==> src/rtl/vga_pkg.sv <==
// Shared VGA stream types and board-label geometry, used by the text overlay
// and by the char_addr generator so both agree on where glyphs live.
package vga_pkg;

  typedef struct packed {
    logic [10:0] hcount;
    logic [10:0] vcount;
    logic        hsync;
    logic        vsync;
    logic        hblnk;
    logic        vblnk;
    logic [11:0] rgb;
  } vga_t;

  localparam int GLYPH_W = 8;

  // Letter labels: one glyph per 64-pixel board column, above and below the board
  localparam logic [10:0] LETTER_X_MIN     = 11'd256;
  localparam logic [10:0] LETTER_X_MAX     = 11'd768;
  localparam logic [10:0] LETTER_Y_TOP_MIN = 11'd104;
  localparam logic [10:0] LETTER_Y_TOP_MAX = 11'd120;
  localparam logic [10:0] LETTER_Y_BOT_MIN = 11'd648;
  localparam logic [10:0] LETTER_Y_BOT_MAX = 11'd664;
  localparam logic [5:0]  LETTER_COL_MIN   = 6'd28;
  localparam logic [5:0]  LETTER_COL_MAX   = 6'd35;

  // Number labels: one glyph per 64-pixel board row, left and right of the board
  localparam logic [10:0] NUM_X_LEFT  = 11'd236;
  localparam logic [10:0] NUM_X_RIGHT = 11'd780;
  localparam logic [10:0] NUM_Y_MIN   = 11'd128;
  localparam logic [10:0] NUM_Y_MAX   = 11'd640;
  localparam logic [5:0]  NUM_ROW_MIN = 6'd24;
  localparam logic [5:0]  NUM_ROW_MAX = 6'd40;

endpackage

==> src/rtl/vga_if.sv <==
// VGA timing + colour bundle passed between drawing stages.
interface vga_if;
  logic [10:0] hcount;
  logic [10:0] vcount;
  logic        hsync;
  logic        vsync;
  logic        hblnk;
  logic        vblnk;
  logic [11:0] rgb;

  modport in  (input  hcount, vcount, hsync, vsync, hblnk, vblnk, rgb);
  modport out (output hcount, vcount, hsync, vsync, hblnk, vblnk, rgb);
endinterface

==> src/rtl/delay_vga.sv <==
// N-stage register chain over a VGA beat plus a side-band user field.
module delay_vga
  import vga_pkg::*;
#(
  parameter int N      = 1,
  parameter int USER_W = 4
) (
  input  logic              clk,
  input  logic              rst_n,
  input  vga_t              d,
  input  logic [USER_W-1:0] user_d,
  output vga_t              q,
  output logic [USER_W-1:0] user_q
);

  vga_t [N-1:0]              stage;
  logic [N-1:0][USER_W-1:0]  ustage;

  always_ff @(posedge clk or negedge rst_n) begin
    if (!rst_n) begin
      stage  <= '0;
      ustage <= '0;
    end else begin
      stage[0]  <= d;
      ustage[0] <= user_d;
      for (int i = 1; i < N; i++) begin
        stage[i]  <= stage[i-1];
        ustage[i] <= ustage[i-1];
      end
    end
  end

  assign q      = stage[N-1];
  assign user_q = ustage[N-1];

endmodule

==> src/rtl/draw_letters.sv <==
// Board-label text overlay: finds the glyph column for each pixel, waits out the
// font ROM latency alongside the VGA stream, then paints TEXT_COLOR on set bits.
module draw_letters
  import vga_pkg::*;
#(
  parameter int          ROM_LATENCY = 1,
  parameter logic [11:0] TEXT_COLOR  = 12'h000
) (
  input  logic       clk,
  input  logic       rst,
  input  logic [7:0] char_pixels,
  vga_if.in          vga_in,
  vga_if.out         vga_out
);

  logic [5:0]  hmod, vmod;
  logic [10:0] dl, dr;
  logic        letter_hit, num_row;
  logic        in_text;
  logic [2:0]  col;

  assign hmod = vga_in.hcount[5:0];
  assign vmod = vga_in.vcount[5:0];
  assign dl   = vga_in.hcount - NUM_X_LEFT;
  assign dr   = vga_in.hcount - NUM_X_RIGHT;

  assign letter_hit = (vga_in.hcount >= LETTER_X_MIN) && (vga_in.hcount <= LETTER_X_MAX) &&
                      (((vga_in.vcount >= LETTER_Y_TOP_MIN) && (vga_in.vcount <= LETTER_Y_TOP_MAX)) ||
                       ((vga_in.vcount >= LETTER_Y_BOT_MIN) && (vga_in.vcount <= LETTER_Y_BOT_MAX))) &&
                      (hmod >= LETTER_COL_MIN) && (hmod <= LETTER_COL_MAX);

  assign num_row = (vga_in.vcount >= NUM_Y_MIN) && (vga_in.vcount <= NUM_Y_MAX) &&
                   (vmod >= NUM_ROW_MIN) && (vmod <= NUM_ROW_MAX);

  // Number fields are GLYPH_W+1 wide; the extra 9th column stays blank because
  // only offsets below GLYPH_W are accepted.
  always_comb begin
    in_text = 1'b0;
    col     = 3'd0;
    if (letter_hit) begin
      in_text = 1'b1;
      col     = 3'(hmod - LETTER_COL_MIN);
    end else if (num_row && (vga_in.hcount >= NUM_X_LEFT) && (dl < 11'(GLYPH_W))) begin
      in_text = 1'b1;
      col     = 3'(dl);
    end else if (num_row && (vga_in.hcount >= NUM_X_RIGHT) && (dr < 11'(GLYPH_W))) begin
      in_text = 1'b1;
      col     = 3'(dr);
    end
  end

  vga_t       cur, dly;
  logic [3:0] user_d;
  logic       in_text_d;
  logic [2:0] col_d;
  logic       glyph_bit, overlay;

  assign cur = '{hcount: vga_in.hcount, vcount: vga_in.vcount,
                 hsync:  vga_in.hsync,  vsync:  vga_in.vsync,
                 hblnk:  vga_in.hblnk,  vblnk:  vga_in.vblnk,
                 rgb:    vga_in.rgb};

  delay_vga #(.N(ROM_LATENCY), .USER_W(4)) u_dly (
    .clk    (clk),
    .rst_n  (rst),
    .d      (cur),
    .user_d ({in_text, col}),
    .q      (dly),
    .user_q (user_d)
  );

  assign in_text_d = user_d[3];
  assign col_d     = user_d[2:0];
  assign glyph_bit = char_pixels[3'd7 - col_d];
  // in_text_d gates the ROM byte so whatever address 0 holds never shows up
  assign overlay   = in_text_d & glyph_bit & ~dly.hblnk & ~dly.vblnk;

  always_ff @(posedge clk or negedge rst) begin
    if (!rst) begin
      vga_out.hcount <= '0;
      vga_out.vcount <= '0;
      vga_out.hsync  <= 1'b0;
      vga_out.vsync  <= 1'b0;
      vga_out.hblnk  <= 1'b0;
      vga_out.vblnk  <= 1'b0;
      vga_out.rgb    <= '0;
    end else begin
      vga_out.hcount <= dly.hcount;
      vga_out.vcount <= dly.vcount;
      vga_out.hsync  <= dly.hsync;
      vga_out.vsync  <= dly.vsync;
      vga_out.hblnk  <= dly.hblnk;
      vga_out.vblnk  <= dly.vblnk;
      vga_out.rgb    <= overlay ? TEXT_COLOR : dly.rgb;
    end
  end

endmodule

==> src/flat_wrapper.sv <==
// flat-port wrapper written by rule: the top's interface ports become plain ports
module draw_letters_flat import vga_pkg::*;
#(
  parameter int          ROM_LATENCY = 1,
  parameter logic [11:0] TEXT_COLOR  = 12'h000
)
  (clk, rst, char_pixels, vga_in_hcount, vga_in_vcount, vga_in_hsync, vga_in_vsync, vga_in_hblnk, vga_in_vblnk, vga_in_rgb, vga_out_hcount, vga_out_vcount, vga_out_hsync, vga_out_vsync, vga_out_hblnk, vga_out_vblnk, vga_out_rgb);
  vga_if vga_in_i ();
  vga_if vga_out_i ();
  input  logic clk;
  input  logic rst;
  input  logic [7:0] char_pixels;
  input wire logic [$bits(vga_in_i.hcount)-1:0] vga_in_hcount;
  input wire logic [$bits(vga_in_i.vcount)-1:0] vga_in_vcount;
  input wire logic [$bits(vga_in_i.hsync)-1:0] vga_in_hsync;
  input wire logic [$bits(vga_in_i.vsync)-1:0] vga_in_vsync;
  input wire logic [$bits(vga_in_i.hblnk)-1:0] vga_in_hblnk;
  input wire logic [$bits(vga_in_i.vblnk)-1:0] vga_in_vblnk;
  input wire logic [$bits(vga_in_i.rgb)-1:0] vga_in_rgb;
  output wire logic [$bits(vga_out_i.hcount)-1:0] vga_out_hcount;
  output wire logic [$bits(vga_out_i.vcount)-1:0] vga_out_vcount;
  output wire logic [$bits(vga_out_i.hsync)-1:0] vga_out_hsync;
  output wire logic [$bits(vga_out_i.vsync)-1:0] vga_out_vsync;
  output wire logic [$bits(vga_out_i.hblnk)-1:0] vga_out_hblnk;
  output wire logic [$bits(vga_out_i.vblnk)-1:0] vga_out_vblnk;
  output wire logic [$bits(vga_out_i.rgb)-1:0] vga_out_rgb;
  assign vga_in_i.hcount = vga_in_hcount;
  assign vga_in_i.vcount = vga_in_vcount;
  assign vga_in_i.hsync = vga_in_hsync;
  assign vga_in_i.vsync = vga_in_vsync;
  assign vga_in_i.hblnk = vga_in_hblnk;
  assign vga_in_i.vblnk = vga_in_vblnk;
  assign vga_in_i.rgb = vga_in_rgb;
  assign vga_out_hcount = vga_out_i.hcount;
  assign vga_out_vcount = vga_out_i.vcount;
  assign vga_out_hsync = vga_out_i.hsync;
  assign vga_out_vsync = vga_out_i.vsync;
  assign vga_out_hblnk = vga_out_i.hblnk;
  assign vga_out_vblnk = vga_out_i.vblnk;
  assign vga_out_rgb = vga_out_i.rgb;
  draw_letters #(.ROM_LATENCY(ROM_LATENCY), .TEXT_COLOR(TEXT_COLOR)) u_core (.clk(clk), .rst(rst), .char_pixels(char_pixels), .vga_in(vga_in_i), .vga_out(vga_out_i));
endmodule
==> config.mk <==
export PLATFORM = sky130hd
export DESIGN_NAME = draw_letters_flat
export DESIGN_NICKNAME = d
export VERILOG_FILES = /design/src/rtl/vga_pkg.sv /design/src/rtl/vga_if.sv /design/src/rtl/delay_vga.sv /design/src/rtl/draw_letters.sv /design/src/flat_wrapper.sv
export SDC_FILE = /design/constraint.sdc
export NUM_CORES = 1
export LEC_CHECK = 0
export ABC_AREA = 1
export BUFFER_PORTS_ARGS = -buffer_cell sky130_fd_sc_hd__buf_2
export CAP_MARGIN = 20
export CELL_PAD_IN_SITES_DETAIL_PLACEMENT = 0
export CELL_PAD_IN_SITES_GLOBAL_PLACEMENT = 1
export CORE_MARGIN = 3
export CORE_UTILIZATION = 39
export CTS_CLUSTER_SIZE = 14
export DETAILED_ROUTE_END_ITERATION = 6
export HOLD_SLACK_MARGIN = 0.1
export PLACE_DENSITY = 0.76
export SLEW_MARGIN = 30
export SYNTH_ARGS = -nofsm -noshare
export SYNTH_HDL_FRONTEND = slang
export SYNTH_SLANG_ARGS = --single-unit
==> constraint.sdc <==
create_clock -name clk -period 1.7 [get_ports clk]
set_clock_uncertainty 0.15 [all_clocks]
set_input_delay 0.34 -clock clk [delete_from_list [all_inputs] [get_ports clk]]
set_output_delay 0.34 -clock clk [all_outputs]
set_load 0.05 [all_outputs]
==> results.py, run 1 <==
metrics = {
    "run_status": {
        "status": "complete, no violations",
    },
    "setup_path": {
        "worst_path_max_delay_cell": "dlygate4sd3_1",
        "cp_num_buf_inv": 4,
        "path_max_fanout": 4,
        "slowest_delay_ns": 0.55,
        "cp-start-kind": "input port",
        "worst_path_dominant_cell_family": "buffers and inverters",
        "cp_cell_sequence": "dlygate4sd3_1 > buf_2 > inv_1 > nand2_1 > nor2_1 > nand2_2 > nor2_2 > nand3_2 > nand3_4 > nand2_1 > inv_1",
        "cp.arrival_ns": 1.73,
        "critical_path_class": "input port to flip-flop",
        "cp.required_ns": 1.83,
        "crit_path_end_kind": "flip-flop",
    },
    "cells_and_area": {
        "drive_above_1_share_pct": 33.42,
        "nNetsFinal": 440,
        "n_antenna_cell": 0,
        "instances_no_fill": 491,
        "finalInstanceArea_sq_um": 4039,
        "area_delta_synth_final_pct": 40.96,
        "finish.utilization_pct": 58.16,
    },
    "power_and_ir_drop": {
        "power_density_nw_per_um2": 987.1,
        "ir_drop_mv": 0.4067,
        "p_leak_uw": 0.002063,
        "power.share.clock_pct": 35.6,
        "seqPwrFrac_pct": 50.5,
        "p_int_uw": 2910,
        "total_power_uw": 3987,
        "pwr-share-comb_pct": 13.9,
        "switchingPower_uw": 1077,
        "swShare_pct": 27.00,
    },
    "floorplan": {
        "ios": 86,
        "start_util_pct": 41.26,
        "dieArea_sq_um": 8412,
        "coreArea_sq_um": 6944,
        "die_w_um": 91.72,
        "chipHeight_um": 91.72,
        "num_rows": 30,
    },
    "clock_network": {
        "clk_path_buf_depth": 2,
        "path_clk_slew_ns": 0.08,
        "cts_tree": "built",
        "htree_levels": 3,
        "cts_sinks": 80,
        "numCtsBuffers": 9,
        "cts_root_buffer": "clkbuf_8",
        "clk_latency_ns": 0.34,
    },
    "sta": {
        "max_slew_margin_pct": 81.75,
        "worst_pin_slew_ns": 0.2756,
        "rsz0062_at_grt": "no",
        "slew_viol_final": 0,
        "finalCriticalPeriod_ns": 1.596,
        "timing.final.crit_share_pct": 93.89,
        "setup_violations": 0,
        "hold_viol": 0,
        "clock.fmax_mhz": 626.5,
        "worst_hold_slack_ns": 0.1529,
    },
    "grt": {
        "grt_pass1_wl_um": 10070,
        "antenna_found_initial": 0,
        "grt_pass1_vias": 2148,
        "grt_usage_pct": 15.37,
        "grt_max_degree": 33,
        "overflow": 0,
    },
    "synthesis": {
        "synth_fa_ha_area_share_pct": 0.8734,
        "ys_types": 27,
        "syn_inst": 254,
        "ys_seq_area_share_pct": 69.87,
        "synth_top_area_share_pct": 69.87,
        "ys_async_sr_fraction_pct": 100.0,
        "yosys_most_used_dff": "dfrtp_1",
        "synth-seq-cells": 80,
        "synth_top_family_by_area": "simple AND/OR/NAND/NOR gates",
        "synth_compound_area_share_pct": 4.323,
        "avgSynthCellArea_sq_um": 11.28,
        "syn_area_sq_um": 2865,
        "ys_top_cells_by_count": "80 x dfrtp_1, 47 x nand2_1, 33 x inv_1, 22 x nor2_1, 15 x nand3_1",
        "synth-edff-count": 0,
        "synth_fp_nets": 304,
        "synthSimpleGateAreaFrac_pct": 18.12,
        "ys_warn_count": 0,
        "muxShareOfSynthArea_pct": 0.3493,
        "yosysTopAreaCell": "dfrtp_1",
        "synthXorXnorAreaFrac_pct": 0.3057,
        "synth.area.top_cells": "dfrtp_1 70%, nand2_1 6.2%, inv_1 4.3%",
        "yosysMostFrequentCell": "dfrtp_1",
    },
    "drt": {
        "first_pass_iters": 4,
        "drt_iter0_markers": 78,
        "wl_per_cell_um": 12.11,
        "viasPerCell": 4.289,
        "route.detailed.drc": 0,
        "vias": 2106,
        "wl_um": 5947,
        "postRouteAntennaNets": 0,
    },
    "placement": {
        "place_area_sq_um": 3445,
        "placedCellCount": 438,
        "gp_congestion": 0.8763,
        "dp_hpwl_um": 4326,
        "portBuffers": 85,
    },
    "job": {
        "drv_cap": 0,
    },
    "min_path": {
        "hold_path.class": "input port to flip-flop",
    },
}
[power by group through the flow]
stage	sequential, uW	combinational, uW	clock [uW]
finish	2010	555	1420
global route	2020	604	1550
CTS	2010	559	1460
detailed placement	2050	490	0
global placement	2050	486	0
floorplan	2220	125	0
[worst paths after layout]
path / slack, ns / from / cells past startpoint / end
min: 0.15 / vga_in_hcount[7] / 2 / u_core.u_dly.q[34]
min reg2reg: 0.20 / u_core.u_dly.q[30] / 0 / u_core.vga_out.hcount[3]
min in group asynchronous: 0.25 / rst / 2 / u_core.vga_out.rgb[8]
max in group asynchronous: 0.67 / rst / 3 / u_core.u_dly.q[19]
max reg2reg: 0.22 / u_core.u_dly.user_q[0] / 7 / u_core.vga_out.rgb[10]
max: 0.10 / vga_in_vcount[10] / 11 / u_core.u_dly.user_q[2]
[stage by stage]
step | setup slack, ns | TNS, ns
after floorplan | 0.1562 | 0
after detailed placement | -0.1028 | -0.2911
final | 0.1038 | 0
after CTS | 0.03185 | 0
after global placement | -0.05918 | -0.1763
after global routing | 0.005785 | 0
[sequential cells by signal, summed over array words and instances, names as in the netlist]
signal	cells
u_core.vga_out.hsync	1
u_core.vga_out.vsync	1
u_core.vga_out.rgb	12
u_core.vga_out.hblnk	1
u_core.vga_out.hcount	11
u_core.u_dly.user_q	4
u_core.vga_out.vblnk	1
u_core.vga_out.vcount	11
u_core.u_dly.q	38
[layout make-up]
cell class	instances	area, sq um
fillers	597	2905
flip-flops and latches	80	2002
repair buffers	130	878.3
multi-input cells	133	699.4
clock buffers	11	141.4
inverters	36	135.1
well taps	96	120.1
clock inverters	5	62.56
[per-layer routing]
metal	vias up	global-route usage (%)	wire length (um)
met3	6	3.199	311
met4	0	7.426	68
met2	63	24.10	2833
met5	-	0	0
li1	1065	-	-
met1	972	20.41	2732
[cells by family (layout without fill, tap and decap cells)]
family                   count (synthesis)  in the layout
AND/OR/NAND/NOR                        106            106
buffers and inverters                   41            182
multiplexers                             1              1
flip-flops                              80             80
adder cells (fa/ha/maj)                  2              2
XOR/XNOR                                 1              1
AO/OA/AOI/OAI                           23             23
[what timing repair did]
action / 4_1_cts / 5_1_grt
resized for setup: 0 / 5
buffers inserted: 0 / 0
endpoints found under the setup margin: 0 / 3
endpoints found under the hold margin: 119 / 0
hold buffers: 38 / 0
[layout by cell type (no fill, tap or decap), types with 2 or more instances in the layout]
cell / n
a21oi_1: 14
buf_2: 82
buf_4: 9
clkbuf_8: 10
clkinvlp_4: 2
dfrtp_1: 80
dlygate4sd3_1: 38
ha_1: 2
inv_1: 33
inv_2: 3
inv_6: 2
nand2_1: 46
nand2_2: 4
nand3_1: 15
nand3_2: 5
nand3_4: 2
nor2_1: 20
nor2_2: 8
o21ai_0: 4
o21ai_1: 2
Note: power is estimated with default switching activity, not from simulation.
==> run 2, diff against run 1 <==
CORE_UTILIZATION = 25   (was 39)
PLACE_DENSITY = 0.52   (was 0.76)
==> results.py, run 2 (synthesis gave the netlist of run 1 again) <==
metrics = {
    "setup_path": {
        "path_max_fanout": 5,
        "crit_path_end_kind": "flip-flop",
        "worst_path_max_delay_cell": "dlygate4sd3_1",
        "r2r_end": "u_core.vga_out.rgb[6]",
        "reg2reg_depth": 7,
        "cp-start-kind": "input port",
        "critical_path_class": "input port to flip-flop",
        "slowest_delay_ns": 0.54,
        "ff2ff_setup_slack_ns": 0.17,
        "cp.arrival_ns": 1.71,
        "cp.required_ns": 1.83,
        "cp_cell_sequence": "dlygate4sd3_1 > buf_4 > nor2_2 > nand2_1 > nand2_1 > nand2_2 > nor2_4 > nand3_2 > nand3_4 > buf_4",
        "r2r_start": "u_core.u_dly.user_q[0]",
    },
    "drt": {
        "wl_per_cell_um": 12.10,
        "postRouteAntennaNets": 0,
        "route.detailed.drc": 0,
        "first_pass_iters": 4,
        "vias": 2141,
        "drt_iter0_markers": 106,
        "wl_um": 6510,
        "viasPerCell": 3.980,
    },
    "cells_and_area": {
        "final_common_cell": "buf_2",
        "area_delta_synth_final_pct": 48.04,
        "instances_no_fill": 538,
        "largest_reg_flops": 38,
        "regArea_sq_um": 2002,
        "nNetsFinal": 443,
        "fillers": 1112,
        "multiInputGateArea_sq_um": 711.9,
        "finish.utilization_pct": 38.45,
        "drive_above_1_share_pct": 34.92,
        "layout_common_cells": "82 x buf_2, 80 x dfrtp_1, 45 x nand2_1, 38 x dlygate4sd3_1, 33 x inv_1",
        "n_antenna_cell": 0,
    },
    "clock_network": {
        "path_clk_slew_ns": 0.06,
        "cts_root_buffer": "clkbuf_16",
        "numCtsBuffers": 9,
        "clk_latency_ns": 0.33,
        "clk_path_buf_depth": 2,
        "htree_levels": 3,
        "cts_sinks": 80,
        "cts_tree": "built",
    },
    "min_path": {
        "worstHoldStart": "vga_in_hcount[7]",
        "hold_end": "u_core.u_dly.q[34]",
        "holdPathStages": 2,
        "hold_path.class": "input port to flip-flop",
    },
    "sta": {
        "worst_hold_slack_ns": 0.1826,
        "setup_violations": 0,
        "timing.final.crit_share_pct": 93.36,
        "max_slew_margin_pct": 77.31,
        "fin_ws_ns": 0.1129,
        "finalCriticalPeriod_ns": 1.587,
        "clock.fmax_mhz": 630.1,
        "worst_pin_slew_ns": 0.3404,
        "slew_viol_final": 0,
        "hold_viol": 0,
        "rsz0062_at_grt": "no",
    },
    "floorplan": {
        "ios": 86,
        "die_w_um": 113.1,
        "chipHeight_um": 113.1,
        "dieArea_sq_um": 12780,
        "coreArea_sq_um": 11030,
        "num_rows": 38,
        "start_util_pct": 25.98,
    },
    "placement": {
        "placedCellCount": 483,
        "gp_congestion": 0.7503,
        "portBuffers": 85,
        "place_ws_ns": -0.1114,
        "dp_hpwl_um": 4805,
    },
    "grt": {
        "grt_pass1_vias": 2195,
        "antenna_found_initial": 0,
        "overflow": 0,
        "grt_max_degree": 30,
        "grt_usage_pct": 10.87,
        "grt_pass1_wl_um": 10740,
    },
    "job": {
        "drv_cap": 0,
    },
    "power_and_ir_drop": {
        "power_density_nw_per_um2": 1044,
        "p_leak_uw": 0.002129,
        "ir_drop_mv": 0.5839,
    },
    "run_status": {
        "status": "complete, no violations",
    },
}
-- run 2: metal layers --
layer  vias up  global-route usage (%)  share of wire [%]
met3        10                   3.797                6.7
met5         -                       0                  0
met1       994                   14.09                 45
met4         0                   4.968                1.6
li1       1068                       -                  -
met2        69                   16.39                 46
-- run 2: worst max path at each step --
| stage | from | to |
|---|---|---|
| finish | vga_in_vcount[4] | u_core.u_dly.user_q[3] |
| global route | vga_in_vcount[4] | u_core.u_dly.user_q[0] |
| CTS | vga_in_vcount[4] | u_core.u_dly.user_q[2] |
| detailed placement | vga_in_hcount[2] | u_core.u_dly.user_q[2] |
| global placement | vga_in_hcount[2] | u_core.u_dly.user_q[0] |
| floorplan | vga_in_hcount[2] | u_core.u_dly.user_q[0] |
-- run 2: power breakdown --
part | leakage [uW] | internal [uW] | switching [uW] | total [uW]
Combinational | 0.00105 | 199 | 373 | 572
Sequential | 0.000941 | 1990 | 21.3 | 2020
Clock | 0.000137 | 1050 | 792 | 1840
Total | 0.00213 | 3240 | 1190 | 4430
-- run 2: worst max-delay path, delay by kind of cell --
kind | cells | cell delay [ns]
buffers and inverters | 3 | 0.80
AND/OR/NAND/NOR | 7 | 0.58
-- run 2: area by class of cell --
cell class / instances / area share [%]
Sequential cell: 80 / 47.20
Timing Repair Buffer: 133 / 21.83
Multi-Input combinational cell: 133 / 16.78
Clock buffer: 10 / 5.634
Tap cell: 140 / 4.130
Inverter: 36 / 3.186
Clock inverter: 6 / 1.239
-- run 2: what timing repair did --
| action | in CTS | in global routing |
|---|---|---|
| gates resized for setup | 0 | 10 |
| hold endpoints to repair | 118 | 0 |
| setup endpoints to repair | 0 | 4 |
| hold buffers | 38 | 0 |
| setup buffers | 0 | 1 |
-- run 2: through the flow --
| stage | power (uW) | TNS (ns) | instance area [sq um] |
|---|---|---|---|
| after floorplan | 2345 | 0 | 2865 |
| after global placement | 2557 | -0.2185 | 3532 |
| after detailed placement | 2558 | -0.3268 | 3532 |
| after CTS | 4512 | 0 | 4204 |
| after global routing | 4647 | 0 | 4242 |
| final | 4428 | 0 | 4242 |
==> run 3, diff against run 2 <==
clock period = 1.75 ns   (was 1.7 ns; I/O delays follow)
==> results.py, run 3 (synthesis gave the netlist of run 1 again) <==
metrics = {
    "floorplan": {
        "ios": 86,
        "start_util_pct": 25.98,
        "dieArea_sq_um": 12780,
        "chipHeight_um": 113.1,
        "num_rows": 38,
        "coreArea_sq_um": 11030,
        "die_w_um": 113.1,
    },
    "placement": {
        "dp_hpwl_um": 4876,
        "portBuffers": 85,
        "place_area_sq_um": 3525,
        "gp_congestion": 0.7267,
    },
    "cells_and_area": {
        "drive_above_1_share_pct": 33.50,
        "finalInstanceArea_sq_um": 4209,
        "fillers": 1122,
        "nNetsFinal": 440,
        "area_delta_synth_final_pct": 46.90,
        "n_antenna_cell": 0,
        "layout_common_cells": "82 x buf_2, 80 x dfrtp_1, 45 x nand2_1, 38 x dlygate4sd3_1, 33 x inv_1",
        "multiInputGateArea_sq_um": 706.9,
        "regArea_sq_um": 2002,
        "final_common_cell": "buf_2",
        "largest_reg_flops": 38,
    },
    "sta": {
        "hold_viol": 0,
        "rsz0062_at_grt": "no",
        "setup_violations": 0,
        "slew_viol_final": 0,
        "finalCriticalPeriod_ns": 1.602,
        "timing.final.crit_share_pct": 91.55,
        "finalSetupTns_ns": 0,
        "clock.fmax_mhz": 624.2,
        "worst_pin_slew_ns": 0.3425,
        "max_slew_margin_pct": 77.17,
    },
    "grt": {
        "antenna_found_initial": 0,
        "grt_max_degree": 30,
        "grt_pass1_vias": 2272,
        "grt_usage_pct": 11.39,
        "grt_pass1_wl_um": 11230,
        "overflow": 0,
    },
    "setup_path": {
        "path_max_fanout": 5,
        "ff2ff_setup_slack_ns": 0.26,
        "worst_path_dominant_cell_family": "buffers and inverters",
        "worst_path_max_delay_cell": "dlygate4sd3_1",
        "cp-start-kind": "input port",
        "cp.required_ns": 1.88,
        "crit_path_end_kind": "flip-flop",
        "slowest_delay_ns": 0.54,
        "cp.arrival_ns": 1.73,
        "crit_top_cell": "nand2_1",
        "critical_path_class": "input port to flip-flop",
        "cp_num_buf_inv": 3,
        "cp_cell_sequence": "dlygate4sd3_1 > buf_2 > nor2_1 > nand2_1 > nand2_1 > nand2_2 > nor2_4 > nand3_2 > nand3_4 > nand2_1 > inv_1",
    },
    "clock_network": {
        "htree_levels": 3,
        "path_clk_slew_ns": 0.06,
        "clk_path_buf_depth": 2,
        "clk_latency_ns": 0.33,
        "cts_root_buffer": "clkbuf_16",
        "cts_sinks": 80,
        "numCtsBuffers": 9,
        "cts_tree": "built",
        "cts_setup_buffers": 0,
    },
    "power_and_ir_drop": {
        "ir_drop_mv": 0.6501,
        "p_leak_uw": 0.002119,
        "power_density_nw_per_um2": 1024,
    },
    "job": {
        "drv_cap": 0,
    },
    "drt": {
        "first_pass_iters": 4,
        "vias": 2119,
        "drt_iter0_markers": 120,
        "postRouteAntennaNets": 0,
        "wl_per_cell_um": 12.33,
        "viasPerCell": 3.968,
        "route.detailed.drc": 0,
        "wl_um": 6583,
    },
    "run_status": {
        "status": "complete, no violations",
    },
    "min_path": {
        "hold_path.class": "flip-flop to flip-flop",
    },
}
## run 3: cell types whose count changed in the layout (fill, tap and decap cells not counted), sizes merged
cell | before | now
clkinvlp | 2 | 0
clkinv | 2 | 3
buf | 95 | 92
bufinv | 0 | 1
inv | 38 | 37
## run 3: final timing paths
check,start,endpoint,cells past startpoint
worst max-delay path,vga_in_vcount[4],u_core.u_dly.user_q[2],11
worst min-delay path,u_core.u_dly.q[34],u_core.vga_out.hcount[7],0
worst max register to register,u_core.u_dly.user_q[0],u_core.vga_out.rgb[2],7
worst min register to register,u_core.u_dly.q[34],u_core.vga_out.hcount[7],0
max in group asynchronous,rst,u_core.vga_out.hcount[6],3
min in group asynchronous,rst,u_core.vga_out.hsync,2
## run 3: metrics by stage
step / hold slack [ns] / utilization, % / power (uW) / instances / setup WS (ns)
6_report: 0.1937 / 38.16 / 4312 / 534 / 0.1479
5_1_grt: 0.1901 / 38.16 / 4531 / 534 / 0.01383
4_1_cts: 0.1833 / 38.00 / 4403 / 535 / 0.02350
3_5_place_dp: 0.1358 / 31.95 / 2486 / 482 / -0.07659
3_3_place_gp: 0.1258 / 31.95 / 2482 / 482 / -0.03346
2_1_floorplan: -0.09559 / - / 2278 / 254 / 0.1962
## run 3: power breakdown
| part | internal (uW) | switching, uW | total [uW] |
|---|---|---|---|
| combinational | 190 | 361 | 551 |
| sequential | 1940 | 21.5 | 1960 |
| clock | 1100 | 703 | 1800 |
| total | 3230 | 1090 | 4310 |
## run 3: repair_timing
action                                 4_1_cts  5_1_grt
gates resized for setup                      0        7
setup endpoints to repair                    0        4
endpoints found under the hold margin      108        0
hold buffers                                38        0
## run 3: per-layer routing
layer	vias up	routed length, um	GRT usage, %
li1	1059	-	-
met3	9	426	4.652
met5	-	0	0
met1	993	2924	14.42
met2	58	3123	17.38
met4	0	109	4.567
## run 3: final cells by class
class / count / area share (%)
flip-flops and latches: 80 / 47.56
inverters: 36 / 3.210
clock buffers: 10 / 5.440
repair buffers: 130 / 21.46
multi-input cells: 133 / 16.80
well taps: 140 / 4.162
clock inverters: 5 / 1.367
## run 3: worst register-to-register path: stages (launching register included)
cell and delay, ns:
dfrtp_1 0.42, inv_1 0.10, nor2_1 0.04, o32ai_1 0.21
nand2_1 0.07, o21ai_1 0.14, buf_12 0.17, a21oi_1 0.07
